--- src/rtl/frame_reader.sv ---
// Streams a captured RAM frame as 16-bit words: HEADER, count, data halfwords, optional checksum.
// Latency: HEADER is presented one edge after START; each data word needs 3 edges to fetch and capture.
// Backpressure: TX_DATA/TX_VALID hold while TX_READY is low. Define FRAME_READER_CHECKSUM_EN to append the checksum word.
module frame_reader #(
    parameter logic [15:0] HEADER    = 16'hA55A,
    parameter int          MAX_WORDS = 512
) (
    input  logic        CLOCK_10M,
    input  logic        RESET_N,
    input  logic        START,
    input  logic [9:0]  COUNT,
    input  logic        RECV_BUSY,
    output logic [9:0]  ADDR,
    input  logic [31:0] RD_DATA,
    output logic [15:0] TX_DATA,
    output logic        TX_VALID,
    input  logic        TX_READY,
    output logic        BUSY,
    output logic        DONE
);

    localparam logic [3:0] ST_IDLE   = 4'd0;
    localparam logic [3:0] ST_HDR    = 4'd1;
    localparam logic [3:0] ST_CNT    = 4'd2;
    localparam logic [3:0] ST_FETCH  = 4'd3;
    localparam logic [3:0] ST_WAIT   = 4'd4;
    localparam logic [3:0] ST_LO     = 4'd5;
    localparam logic [3:0] ST_HI     = 4'd6;
`ifdef FRAME_READER_CHECKSUM_EN
    localparam logic [3:0] ST_SUM    = 4'd7;
`endif
    localparam logic [3:0] ST_FINISH = 4'd8;

    localparam logic [9:0] MAX_W = 10'(MAX_WORDS);

    logic [3:0]  state_q, state_d;
    logic [9:0]  addr_q, addr_d;
    logic [15:0] tx_dat_q, tx_dat_d;
    logic        tx_vld_q, tx_vld_d;
    logic        busy_q, busy_d;
    logic        done_q, done_d;
    logic [9:0]  cnt_q, cnt_d;
    logic [9:0]  idx_q, idx_d;
    // Upper halfword of the fetched RAM word, sent after the lower half.
    logic [15:0] hold_q, hold_d;
`ifdef FRAME_READER_CHECKSUM_EN
    logic [15:0] sum_q, sum_d;
`endif

    logic        xfer;
    logic [9:0]  cnt_clamped;
    logic [9:0]  idx_next;

    assign xfer        = tx_vld_q & TX_READY;
    assign cnt_clamped = (COUNT > MAX_W) ? MAX_W : COUNT;
    assign idx_next    = idx_q + 10'd1;

    // Next-state and datapath: the output word only changes on a transfer or when a new word is loaded.
    always_comb begin
        state_d  = state_q;
        addr_d   = addr_q;
        tx_dat_d = tx_dat_q;
        tx_vld_d = tx_vld_q;
        busy_d   = busy_q;
        done_d   = 1'b0;
        cnt_d    = cnt_q;
        idx_d    = idx_q;
        hold_d   = hold_q;
`ifdef FRAME_READER_CHECKSUM_EN
        sum_d    = sum_q;
`endif
        case (state_q)
            ST_IDLE: begin
                if (START && !RECV_BUSY) begin
                    cnt_d    = cnt_clamped;
                    idx_d    = 10'd0;
                    busy_d   = 1'b1;
                    tx_dat_d = HEADER;
                    tx_vld_d = 1'b1;
`ifdef FRAME_READER_CHECKSUM_EN
                    sum_d    = 16'd0;
`endif
                    state_d  = ST_HDR;
                end
            end
            ST_HDR: begin
                if (xfer) begin
                    tx_dat_d = {6'd0, cnt_q};
                    state_d  = ST_CNT;
                end
            end
            ST_CNT: begin
                if (xfer) begin
                    if (cnt_q == 10'd0) begin
`ifdef FRAME_READER_CHECKSUM_EN
                        // Empty frame: checksum of no halfwords is zero.
                        tx_dat_d = 16'd0;
                        state_d  = ST_SUM;
`else
                        tx_vld_d = 1'b0;
                        done_d   = 1'b1;
                        state_d  = ST_FINISH;
`endif
                    end else begin
                        tx_vld_d = 1'b0;
                        addr_d   = idx_q;
                        state_d  = ST_FETCH;
                    end
                end
            end
            ST_FETCH: begin
                // ADDR is stable now; the RAM samples it on this edge.
                state_d = ST_WAIT;
            end
            ST_WAIT: begin
                // RD_DATA reflects ADDR from the previous edge; capture it here.
                hold_d   = RD_DATA[31:16];
                tx_dat_d = RD_DATA[15:0];
                tx_vld_d = 1'b1;
                state_d  = ST_LO;
            end
            ST_LO: begin
                if (xfer) begin
`ifdef FRAME_READER_CHECKSUM_EN
                    sum_d    = sum_q + tx_dat_q;
`endif
                    tx_dat_d = hold_q;
                    state_d  = ST_HI;
                end
            end
            ST_HI: begin
                if (xfer) begin
`ifdef FRAME_READER_CHECKSUM_EN
                    sum_d = sum_q + tx_dat_q;
`endif
                    idx_d = idx_next;
                    if (idx_next < cnt_q) begin
                        tx_vld_d = 1'b0;
                        addr_d   = idx_next;
                        state_d  = ST_FETCH;
                    end else begin
`ifdef FRAME_READER_CHECKSUM_EN
                        tx_dat_d = sum_q + tx_dat_q;
                        state_d  = ST_SUM;
`else
                        tx_vld_d = 1'b0;
                        done_d   = 1'b1;
                        state_d  = ST_FINISH;
`endif
                    end
                end
            end
`ifdef FRAME_READER_CHECKSUM_EN
            ST_SUM: begin
                if (xfer) begin
                    tx_vld_d = 1'b0;
                    done_d   = 1'b1;
                    state_d  = ST_FINISH;
                end
            end
`endif
            ST_FINISH: begin
                // DONE is high for exactly this cycle; BUSY drops on the way out.
                busy_d  = 1'b0;
                state_d = ST_IDLE;
            end
            default: begin
                tx_vld_d = 1'b0;
                busy_d   = 1'b0;
                state_d  = ST_IDLE;
            end
        endcase
    end

    // State registers; reset aborts any frame in flight without a DONE.
    always_ff @(posedge CLOCK_10M or negedge RESET_N) begin
        if (!RESET_N) begin
            state_q  <= ST_IDLE;
            addr_q   <= 10'd0;
            tx_dat_q <= 16'd0;
            tx_vld_q <= 1'b0;
            busy_q   <= 1'b0;
            done_q   <= 1'b0;
            cnt_q    <= 10'd0;
            idx_q    <= 10'd0;
            hold_q   <= 16'd0;
`ifdef FRAME_READER_CHECKSUM_EN
            sum_q    <= 16'd0;
`endif
        end else begin
            state_q  <= state_d;
            addr_q   <= addr_d;
            tx_dat_q <= tx_dat_d;
            tx_vld_q <= tx_vld_d;
            busy_q   <= busy_d;
            done_q   <= done_d;
            cnt_q    <= cnt_d;
            idx_q    <= idx_d;
            hold_q   <= hold_d;
`ifdef FRAME_READER_CHECKSUM_EN
            sum_q    <= sum_d;
`endif
        end
    end

    assign ADDR     = addr_q;
    assign TX_DATA  = tx_dat_q;
    assign TX_VALID = tx_vld_q;
    assign BUSY     = busy_q;
    assign DONE     = done_q;

endmodule

--- config.mk ---
export PLATFORM = sky130hd
export DESIGN_NAME = frame_reader
export DESIGN_NICKNAME = d
export VERILOG_FILES = /design/src/rtl/frame_reader.sv
export SDC_FILE = /design/constraint.sdc
export NUM_CORES = 1
export LEC_CHECK = 0
export CORE_UTILIZATION = 55
export DETAILED_ROUTE_END_ITERATION = 6
export GPL_ROUTABILITY_DRIVEN = 1
export PLACE_DENSITY = 0.85
export SLEW_MARGIN = 5
export SYNTH_ARGS = -nofsm -noshare
export SYNTH_HDL_FRONTEND = slang
export SYNTH_SLANG_ARGS = --single-unit
export TNS_END_PERCENT = 30
--- constraint.sdc ---
create_clock -name CLOCK_10M -period 6.5 [get_ports CLOCK_10M]
set_clock_uncertainty 0.2 [all_clocks]
set_input_delay 1.3 -clock CLOCK_10M [delete_from_list [all_inputs] [get_ports CLOCK_10M]]
set_output_delay 1.3 -clock CLOCK_10M [all_outputs]
set_load 0.02 [all_outputs]
Word-level counts from Yosys, hierarchy flattened

Cells that the tools add are included.

Add/subtract/negate cells: 1
Order comparisons: 2
Equal/unequal tests: 15
Muxes and demuxes: 30
Bitwise logic cells: 3
Reduce and logical (&&, ||, !) cells: 17

Operator list:

| cell                    | number |
|---|---|
| $mux W10                | 7 |
| $pmux W16 S4            | 1 |
| $mux W16                | 3 |
| $pmux W10 S2            | 2 |
| $mux W4                 | 7 |
| $pmux W4 S7             | 1 |
| $ne A2 B2 Y1 const B    | 7 |
| $eq A4 B3 Y1 const B    | 3 |
| $add A10 B1 Y10 const B | 1 |
| $gt A10 B10 Y1 const B  | 1 |
| $logic_not A10 Y1       | 1 |
| $lt A10 B10 Y1          | 1 |
| $reduce_and A5 Y1       | 2 |
| $eq A4 B2 Y1 const B    | 2 |
| $mux W1                 | 6 |
| $reduce_and A3 Y1       | 2 |
| $reduce_or A6 Y1        | 1 |
| $eq A4 B1 Y1 const B    | 1 |
| $eq A4 B4 Y1 const B    | 1 |
| $logic_not A4 Y1        | 1 |
| $pmux W1 S2             | 2 |
| $pmux W1 S4             | 1 |
| $reduce_and A2 Y1       | 2 |
| $reduce_and A4 Y1       | 1 |
| 9 further kinds         | 11 |

Register bits after elaboration: 69
Logic and storage cells: 77

Longest topological paths before layout

Gate-level depths: netlist of run 1.

Depth in word-level cells: 5
Depth in mapped cells: 11

Least setup slack after synthesis of run 1

No wires, ideal clock.

Path type: register to register
Start: register idx_q[0]
End: register addr_q[1] (netlist: ADDR[1])
Library setup time: 0.125 ns
Data arrival time: 2.659 ns
Data required time: 6.175 ns
Path slack: 3.516 ns
Stages on the path, launching flop included: 11
Path buffers: 0
Clock period less this slack: 2.984 ns
Cell sequence: dfrtp_1 > ha_1 > and3_1 > and3_1 > nand3_1 > xnor2_1 > ha_1 > nand4_1 > a211oi_1 > o2bb2ai_4 > mux2_2

Word-level cells in the longest chain between the ends: 4
Elaborated cells on any way between the ends: 7

Ends and longest elaborated chain:

| item                                                               | line | RTL |
|---|---|---|
| start: declaration                                                 | 43   | `logic [9:0] idx_q, idx_d;` |
| start signal: assignment                                           | 198  | `idx_q <= idx_d;` |
| $add A10 B1 Y10 (*)                                                | 56   | `assign idx_next = idx_q + 10'd1;` |
| $lt A10 B10 Y1 / $mux W10 (equally long branches)                  | 137  | `if (idx_next < cnt_q) begin` |
| $ne A2 B2 Y1 (no line) / $mux W10 (equally long branches)          | -    |  |
| $reduce_and A5 Y1 (no line) / $pmux W10 S2 (equally long branches) | -    |  |
| end signal: assignment                                             | 192  | `addr_q <= addr_d;` |
| end: declaration                                                   | 37   | `logic [9:0] addr_q, addr_d;` |

Every way passes the cells marked *; elsewhere a longest branch is shown, timed or not. The select of a mux whose other input is x is not followed.
A chain may end at the register's enable or synchronous reset.

Worst setup path after layout of run 1

Same ends and word-level chain as after synthesis.

==> results of run 1 <==
## placed cells by master, fill, tap and decap left out, types with 2 or more instances in the layout
cell type        synthesis  layout
ha_1                    11      11
nand2_1                 30      30
a221oi_1                 7       7
clkdlybuf4s50_1          0      74
clkinv_2                 0       2
nor3_1                   8       6
nand4_1                  3       3
nor3_2                   0       2
a222oi_1                10      10
clkbuf_8                 0      10
o21ai_0                 20      20
or4_1                    2       2
nor4b_1                  2       2
o31ai_1                  6       6
or3_1                    2       2
xnor2_1                  9       9
xor2_1                   7       7
nand3_1                  8       8
bufinv_16                0       2
buf_4                    0       2
nor4_1                   5       5
inv_1                   14      14
a21oi_1                 10      10
and2_1                   2       2
and3_1                   3       3
nor2_1                  41      41
mux2_2                  27      27
a31oi_1                  2       2
dfrtp_1                 69      69
nand2b_1                 8       8
a22o_1                   5       5
nor2b_1                  3       3
a211oi_1                 3       3
a21o_1                   3       3
mux2i_1                  2       2
## logic make-up (layout without fill, tap and decap cells)
group,count (synthesis),count (layout)
xor gates and xnor gates,16,16
AOI/OAI and AO/OA,76,76
DFF,69,69
and+or+nand+nor,117,117
muxes,29,29
adders and majority gates,11,11
buffers and inverters,39,108
## registers in the layout, indices dropped and copies added, names as in the netlist
| signal | count |
|---|---|
| TX_DATA | 16 |
| DONE | 1 |
| idx_q | 10 |
| cnt_q | 10 |
| TX_VALID | 1 |
| BUSY | 1 |
| state_q | 4 |
| ADDR | 10 |
| hold_q | 16 |
## power groups by stage
stage,Combinational [uW],Sequential [uW],Clock (uW)
after global routing,885,752,414
after floorplan,519,729,0
final,811,730,396
after detailed placement,807,733,0
after global placement,773,724,0
after CTS,813,727,397
## worst paths after layout
path	startpoint	endpoint	slack, ns	depth (start not counted)
max	idx_q[0]$_DFFE_PN0P_	ADDR[1]$_DFFE_PN0P_	3.05	10
min	TX_DATA[2]$_DFFE_PN0P_	TX_DATA[2]$_DFFE_PN0P_	0.29	2
max reg2reg	idx_q[0]$_DFFE_PN0P_	ADDR[1]$_DFFE_PN0P_	3.05	10
min reg2reg	TX_DATA[2]$_DFFE_PN0P_	TX_DATA[2]$_DFFE_PN0P_	0.29	2
max in group asynchronous	RESET_N	hold_q[0]$_DFFE_PN0P_	4.59	2
min in group asynchronous	RESET_N	TX_DATA[14]$_DFFE_PN0P_	0.92	2
## layer usage
layer,up-vias,share of wire
met3,16,0.077
met2,150,0.49
met5,-,0
met4,0,0.024
met1,1507,0.41
li1,1412,-
## area by class of cell
cell class                      count  area share
Clock buffer                       10      0.0300
Timing Repair Buffer               77       0.166
Multi-Input combinational cell    249       0.377
Inverter                           15      0.0123
Clock inverter                      6      0.0188
Tap cell                           77      0.0210
Sequential cell                    69       0.376
## critical path, delay by kind of cell (launching register included)
family                   cells  cell delay [ns]
AND/OR/NAND/NOR              4             0.73
flip-flops                   1             0.44
adder cells (fa/ha/maj)      2             0.62
multiplexers                 1             0.38
AO/OA/AOI/OAI                2             0.80
XOR/XNOR                     1             0.17
## per-stage QoR
step	utilization	std cells	hold slack, ns	area, um^2
global placement	0.691	487	0.264	4370
detailed placement	0.691	487	0.279	4370
floorplan	-	357	0.280	3600
global route	0.728	503	0.322	4590
CTS	0.727	503	0.295	4590
finish	0.728	503	0.295	4590
## Yosys cell counts, types with 5 or more instances
| library cell | number | area, um^2 |
|---|---|---|
| nand3_1 | 8 | 40.0 |
| xor2_1 | 7 | 61.3 |
| a222oi_1 | 10 | 100 |
| a221oi_1 | 7 | 61.3 |
| mux2_2 | 27 | 304 |
| clkbuf_1 | 22 | 82.6 |
| a22o_1 | 5 | 43.8 |
| inv_1 | 14 | 52.6 |
| dfrtp_1 | 69 | 1730 |
| nand2b_1 | 8 | 50.1 |
| nor4_1 | 5 | 31.3 |
| a21oi_1 | 10 | 50.1 |
| nand2_1 | 30 | 113 |
| xnor2_1 | 9 | 78.8 |
| o21ai_0 | 20 | 100 |
| ha_1 | 11 | 138 |
| nor2_1 | 41 | 154 |
| nor3_1 | 8 | 40.0 |
| o31ai_1 | 6 | 45.0 |
==> impl_metrics.ini, run 1 <==
[placed_design]
place_ws_ns = 2.81
dp_hpwl_um = 6320
place_congestion = 0.851
place.port_buffers = 75

[setup_path]
required_ns = 6.54
start_kind = flip-flop
slowest_delay_ns = 0.52
worst_ep_arrival_time_ns = 3.49
critPathMaxFanout = 10
crit_chain = ha_1 -> and3_1 -> and3_1 -> nand3_1 -> xnor2_1 -> ha_1 -> nand4_1 -> a211oi_1 -> o2bb2ai_4 -> mux2_2
cp-end-kind = flip-flop
slowest_stage = a211oi_1
path_class = flip-flop to flip-flop

[global_routing]
use_met2 = 0.452
overflow = 0
top_usage_layer = met2
grt_max_degree = 70
track_usage = 0.277
grtUsageMet3 = 0.0457
use_met1 = 0.359
antenna_found_initial = 0
grt_pass1_vias = 3039
grt_pass1_wl_um = 14800

[synth]
yosys_warnings = 0
syn_area_per_cell_um2 = 10.1
synthCells = 357
synthXorXnorAreaFrac = 0.0390
synthMuxAreaShare = 0.0901
synth_flop_cell = dfrtp_1
ys_types = 42
synth_top_family_by_area = compound AO/OA/AOI/OAI gates
synth-seq-cells = 69
syn_area_um2 = 3600
yosys.area_share.simple = 0.151
ys_async_sr_fraction = 1.00
synth_edf_count = 0
synth-adder-area-share = 0.0383
synthesis.nets = 415
synth_compound_area_frac = 0.160
yosysSeqAreaShare = 0.480

[timing]
max_freq_mhz = 290
rsz0062_at_grt = false
drv_slew = 0
layout_setup_ws_ns = 3.05
finalSetupTns_ns = 0
setup_viol_count_final = 0
fin_crit_sh = 0.531
finalCriticalPeriod_ns = 3.45
relSlewSlack = 0.195
tightestPinTransition_ns = 1.20
finalHoldViolCount = 0

[detailed_routing]
first_pass_iters = 5
wl_per_cell_um = 18.0
vias = 3085
drtIter0Drc = 329
detail-route-antenna-nets = 0
drc_errors = 0
post_drt_via_cell_ratio = 6.13
drt-total-wl_um = 9050

[floorplan]
start_util = 0.570
coreArea_um2 = 6310
num_rows = 29
die_y_um = 82.9
fp.dieW_um = 82.9
ios = 76
die-area_um2 = 6870

[layout]
multi_input_area_um2 = 1730
seq_area_um2 = 1730
fillers = 469
insertedDiodeCount = 0
nets = 479
drive_gt1_frac = 0.122
syn2layout_area_growth_pct = 27.8

[pwr]
p_sw_uw = 753
p_per_area_nw_per_um2 = 421
internal-power_uw = 1180
seqPwrFrac = 0.377
peakVddDrop_mv = 0.273
p_clk_frac = 0.204
pwr-share-comb = 0.419
power_uw = 1940
p_leak_uw = 0.00202
swShare = 0.389

[clock_network]
postCtsSetupBuffers = 0
htree_levels = 3
clk_latency_ns = 0.35
cts_resized = 0
cts_hold_buf = 0
cts_buffers = 9
clock-sinks = 69
cts_max_path_buffers = 2
root_buffer = clkbuf_8
clkTransAtPathRegs_ns = 0.08
cts_tree = done

[job]
maxCapViolCount = 0

[worst_hold_path]
hold_class = flip-flop to flip-flop

[run_status]
status = finished clean
No activity file was read; power rests on OpenSTA's default activity.
==> inputs of run 2 (changes only) <==
--- a/config.mk
+++ b/config.mk
@@ -5,10 +5,10 @@
 export SDC_FILE = /design/constraint.sdc
 export NUM_CORES = 1
 export LEC_CHECK = 0
-export CORE_UTILIZATION = 55
+export CORE_UTILIZATION = 46
 export DETAILED_ROUTE_END_ITERATION = 6
 export GPL_ROUTABILITY_DRIVEN = 1
-export PLACE_DENSITY = 0.85
+export PLACE_DENSITY = 0.76
 export SLEW_MARGIN = 5
 export SYNTH_ARGS = -nofsm -noshare
 export SYNTH_HDL_FRONTEND = slang
==> constraint.sdc (replaced) <==
create_clock -name CLOCK_10M -period 2.8 [get_ports CLOCK_10M]
set_clock_uncertainty 0.2 [all_clocks]
set_input_delay 0.56 -clock CLOCK_10M [delete_from_list [all_inputs] [get_ports CLOCK_10M]]
set_output_delay 0.56 -clock CLOCK_10M [all_outputs]
set_load 0.02 [all_outputs]
==> impl_metrics.ini, run 2 (synthesis gave the netlist of run 1 again) <==
[pwr]
power_uw = 4690
peakVddDrop_mv = 0.393
p_leak_uw = 0.00226
p_per_area_nw_per_um2 = 928

[setup_path]
cp_num_buf_inv = 2
slowest_delay_ns = 0.41
cp_common_cell = and3_4
cp-end-kind = flip-flop
worst_ep_arrival_time_ns = 2.93
critPathMaxFanout = 5
slowest_stage = dfrtp_1
path_class = flip-flop to flip-flop
critPathTopFamily = simple AND/OR/NAND/NOR gates
crit_chain = ha_4 -> and3_4 -> and3_4 -> nand3_4 -> xnor2_2 -> ha_1 -> nand4_1 -> a211oi_2 -> buf_4 -> o2bb2ai_4 -> clkbuf_16 -> mux2_4
start_kind = flip-flop
required_ns = 2.84

[timing]
drv_slew = 0
fin_crit_sh = 1.03
relSlewSlack = 0.225
rsz0062_at_grt = true
finalHoldViolCount = 0
whs_ns = 0.0987
setup_viol_count_final = 12
tightestPinTransition_ns = 1.16
max_freq_mhz = 346
layout_setup_ws_ns = -0.0895
finalCriticalPeriod_ns = 2.89

[global_routing]
track_usage = 0.251
antenna_found_initial = 0
grt_pass1_vias = 3195
overflow = 0
grt_pass1_wl_um = 16000
grt_max_degree = 37

[clock_network]
cts_tree = done
cts_max_path_buffers = 2
clkTransAtPathRegs_ns = 0.08
clk_latency_ns = 0.35
htree_levels = 3
cts_hold_buf = 0
clock-sinks = 69
root_buffer = clkbuf_8
cts_buffers = 9

[floorplan]
ios = 76
num_rows = 31
coreArea_um2 = 7410
die_y_um = 90.4
die-area_um2 = 8170
fp.dieW_um = 90.4
start_util = 0.485

[layout]
multi_input_area_um2 = 1840
layout_commonest_cell = clkdlybuf4s50_1
mostFrequentLayoutCells = 74 x clkdlybuf4s50_1, 68 x dfrtp_1, 41 x nor2_1
seq_area_um2 = 1730
drive_gt1_frac = 0.222
syn2layout_area_growth_pct = 40.5
design_area_um2 = 5050
nets = 518
insertedDiodeCount = 0
fillers = 570

[run_status]
status = finished with violations
violations = setup timing

[detailed_routing]
vias = 3176
drc_errors = 0
detail-route-antenna-nets = 0
post_drt_via_cell_ratio = 5.63
first_pass_iters = 7
wl_per_cell_um = 17.7
drtIter0Drc = 248
drt-total-wl_um = 9980

[placed_design]
place_congestion = 0.847
dp_hpwl_um = 6860
placed_area_um2 = 4680
place.port_buffers = 75

[worst_hold_path]
hold_class = primary input to asynchronous set/reset pin

[job]
maxCapViolCount = 0
## run 2: cell types whose count changed in the layout (fill, tap and decap cells not counted), moves of 2 or more
| cell | delta |
|---|---|
| buf_4 | +36 |
| mux2_2 | -9 |
| mux2_4 | +9 |
| nor4_1 | -3 |
| nor4_2 | +3 |
| a211oi_1 | -2 |
| a211oi_2 | +2 |
| and3_1 | -2 |
| and3_4 | +2 |
| buf_12 | +2 |
| inv_6 | +2 |
| nand3_1 | -2 |
## run 2: worst paths after layout
| path | to | cells past startpoint | from | slack (ns) |
|---|---|---|---|---|
| max reg2reg | ADDR[8]$_DFFE_PN0P_ | 12 | idx_q[0]$_DFFE_PN0P_ | -0.09 |
| max | ADDR[8]$_DFFE_PN0P_ | 12 | idx_q[0]$_DFFE_PN0P_ | -0.09 |
| min reg2reg | TX_DATA[0]$_DFFE_PN0P_ | 2 | TX_DATA[0]$_DFFE_PN0P_ | 0.29 |
| min in group CLOCK_10M | TX_DATA[0]$_DFFE_PN0P_ | 2 | TX_DATA[0]$_DFFE_PN0P_ | 0.29 |
| min | hold_q[6]$_DFFE_PN0P_ | 1 | RESET_N | 0.1 |
| max in group asynchronous | idx_q[1]$_DFFE_PN0P_ | 2 | RESET_N | 1.63 |
## run 2: metal layers
metal  share of wire  global-route usage  wire (um)
met1            0.45               0.347       4440
met5               0                   0          0
met2            0.47               0.384       4670
met3           0.066              0.0648        662
met4           0.020              0.0860        202
## run 2: final cells by class
cell class | instances | area share
clock buffer | 10 | 0.0272
sequential | 69 | 0.342
clock inverter | 6 | 0.0139
inverter | 15 | 0.0111
timing repair buffer | 116 | 0.217
multi-input combinational | 249 | 0.364
tap | 99 | 0.0245
## run 2: where the power goes
part,internal [uW],switching [uW]
Clock,443,402
Combinational,1080,1130
Sequential,1350,288
Total,2870,1820
## run 2: worst register-to-register path: cells and delay by family, from the launching register on
| family | cells | cell delay (ns) |
|---|---|---|
| muxes | 1 | 0.30 |
| and+or+nand+nor | 4 | 0.57 |
| AOI/OAI and AO/OA | 2 | 0.34 |
| xor gates and xnor gates | 1 | 0.15 |
| adders and majority gates | 2 | 0.47 |
| buffers and inverters | 2 | 0.36 |
| DFF | 1 | 0.41 |
## run 2: timing repair
item / 4_1_cts / 5_1_grt
resized for setup: 5 / 15
buffers inserted: 4 / 3
setup endpoints to repair: 13 / 14
pin swaps: 5 / 4
endpoints found under the hold margin: 0 / 0
cloned: 1 / 0
## run 2: per-stage QoR
stage	cells	setup slack, ns	util	TNS [ns]
after floorplan	357	0.0122	-	0
after global placement	540	0.0288	0.632	0
after detailed placement	540	-0.0995	0.632	-0.966
after CTS	561	-0.0875	0.671	-0.716
after global routing	564	-0.203	0.682	-2.38
final	564	-0.0895	0.682	-0.746
==> inputs of run 3 (changes only) <==
--- a/config.mk
+++ b/config.mk
@@ -5,10 +5,9 @@
 export SDC_FILE = /design/constraint.sdc
 export NUM_CORES = 1
 export LEC_CHECK = 0
-export CORE_UTILIZATION = 46
+export CORE_UTILIZATION = 30
 export DETAILED_ROUTE_END_ITERATION = 6
 export GPL_ROUTABILITY_DRIVEN = 1
-export PLACE_DENSITY = 0.76
 export SLEW_MARGIN = 5
 export SYNTH_ARGS = -nofsm -noshare
 export SYNTH_HDL_FRONTEND = slang
==> impl_metrics.ini, run 3 (synthesis gave the netlist of run 1 again) <==
[timing]
finalSetupTns_ns = -0.743
tightestPinTransition_ns = 1.21
max_freq_mhz = 346
setup_viol_count_final = 9
layout_setup_ws_ns = -0.0866
drv_slew = 0
fin_crit_sh = 1.03
finalHoldViolCount = 0
finalCriticalPeriod_ns = 2.89
relSlewSlack = 0.192
whs_ns = 0.0260
rsz0062_at_grt = true

[global_routing]
grt_pass1_vias = 3153
track_usage = 0.162
grt_max_degree = 47
overflow = 0
antenna_found_initial = 0
grt_pass1_wl_um = 15800

[detailed_routing]
post_drt_via_cell_ratio = 5.12
vias = 3108
detail-route-antenna-nets = 0
wl_per_cell_um = 15.9
drtIter0Drc = 214
first_pass_iters = 7
drt-total-wl_um = 9660
drc_errors = 4

[placed_design]
place_ws_ns = -0.145
placed_area_um2 = 4770
dp_hpwl_um = 7160
place_congestion = 0.816
place.port_buffers = 75

[setup_path]
path_class = flip-flop to flip-flop
start_kind = flip-flop
worst_ep_arrival_time_ns = 2.90
required_ns = 2.81
cp-end-kind = flip-flop
critPathMaxFanout = 5

[floorplan]
coreArea_um2 = 11600
ios = 76
fp.dieW_um = 111
die-area_um2 = 12400
die_y_um = 111
num_rows = 39
start_util = 0.311

[layout]
nets = 517
mostFrequentLayoutCells = 74 x clkdlybuf4s50_1, 68 x dfrtp_1, 41 x nor2_1
fillers = 1112
design_area_um2 = 5120
layout_commonest_cell = clkdlybuf4s50_1
drive_gt1_frac = 0.209
insertedDiodeCount = 0
syn2layout_area_growth_pct = 42.5

[pwr]
peakVddDrop_mv = 0.401
p_leak_uw = 0.00225
p_per_area_nw_per_um2 = 949

[clock_network]
root_buffer = clkbuf_16
clk_latency_ns = 0.33
cts_hold_buf = 0
htree_levels = 3
cts_max_path_buffers = 2
clkTransAtPathRegs_ns = 0.06
cts_tree = done
clock-sinks = 69
cts_buffers = 9

[run_status]
violations = DRC, setup timing
status = finished with violations

[worst_hold_path]
hold_class = primary input to asynchronous set/reset pin

[job]
maxCapViolCount = 0
[run 3: changes by cell type in the layout (fill, tap and decap cells not counted), sizes merged]
cell      delta
clkinv       +2
inv          -2
bufinv       -1
clkbuf       -1
clkinvlp     +1
[run 3: per-layer routing]
| layer | track usage | wire length (um) | vias to the layer above |
|---|---|---|---|
| li1 | - | - | 1495 |
| met1 | 0.211 | 4390 | 1538 |
| met2 | 0.272 | 4790 | 63 |
| met3 | 0.0201 | 307 | 12 |
| met4 | 0.0676 | 168 | 0 |
| met5 | 0 | 0 | - |
[run 3: where the power goes]
part           internal [uW]  switching [uW]  leakage, uW
combinational           1090            1120      0.00125
sequential              1350             284     0.000874
clock                    596             418     0.000132
[run 3: final timing paths]
check                                         end  cells past startpoint                    from  slack, ns
hold / removal               idx_q[4]$_DFFE_PN0P_                      1                 RESET_N       0.03
hold reg to reg            TX_DATA[2]$_DFFE_PN0P_                      2  TX_DATA[2]$_DFFE_PN0P_       0.28
max in group asynchronous  hold_q[14]$_DFFE_PN0P_                      2                 RESET_N       1.73
setup reg to reg              ADDR[8]$_DFFE_PN0P_                     11    idx_q[0]$_DFFE_PN0P_      -0.09
setup / recovery              ADDR[8]$_DFFE_PN0P_                     11    idx_q[0]$_DFFE_PN0P_      -0.09
min in group CLOCK_10M     TX_DATA[2]$_DFFE_PN0P_                      2  TX_DATA[2]$_DFFE_PN0P_       0.28
[run 3: critical path: stages, from the launching register on]
cell       delay (ns)
dfrtp_1          0.40
ha_4             0.15
and3_4           0.18
and3_4           0.21
nand3_4          0.09
xnor2_2          0.15
ha_1             0.30
a21oi_1          0.08
o2111a_1         0.27
o2bb2ai_4        0.26
buf_12           0.16
mux2_2           0.32
[run 3: layout make-up]
type | instances | area, um^2 | area share
Timing Repair Buffer | 115 | 1100 | 0.215
Tap cell | 143 | 179 | 0.0349
Sequential cell | 69 | 1730 | 0.337
Clock inverter | 6 | 40.0 | 0.00781
Inverter | 15 | 56.3 | 0.0110
Clock buffer | 10 | 229 | 0.0447
Multi-Input combinational cell | 249 | 1790 | 0.349
[run 3: stage by stage]
step	total power, uW	instances	utilization
2_1_floorplan	2920	357	-
3_3_place_gp	3780	587	0.413
3_5_place_dp	3820	587	0.413
4_1_cts	4920	607	0.441
5_1_grt	5190	607	0.443
6_report	4860	607	0.443
[run 3: repair_timing]
action	4_1_cts	5_1_grt
cloned	1	0
endpoints found under the setup margin	10	14
resized for setup	3	4
hold endpoints to repair	0	0
buffers inserted	3	0
pin swaps	5	4
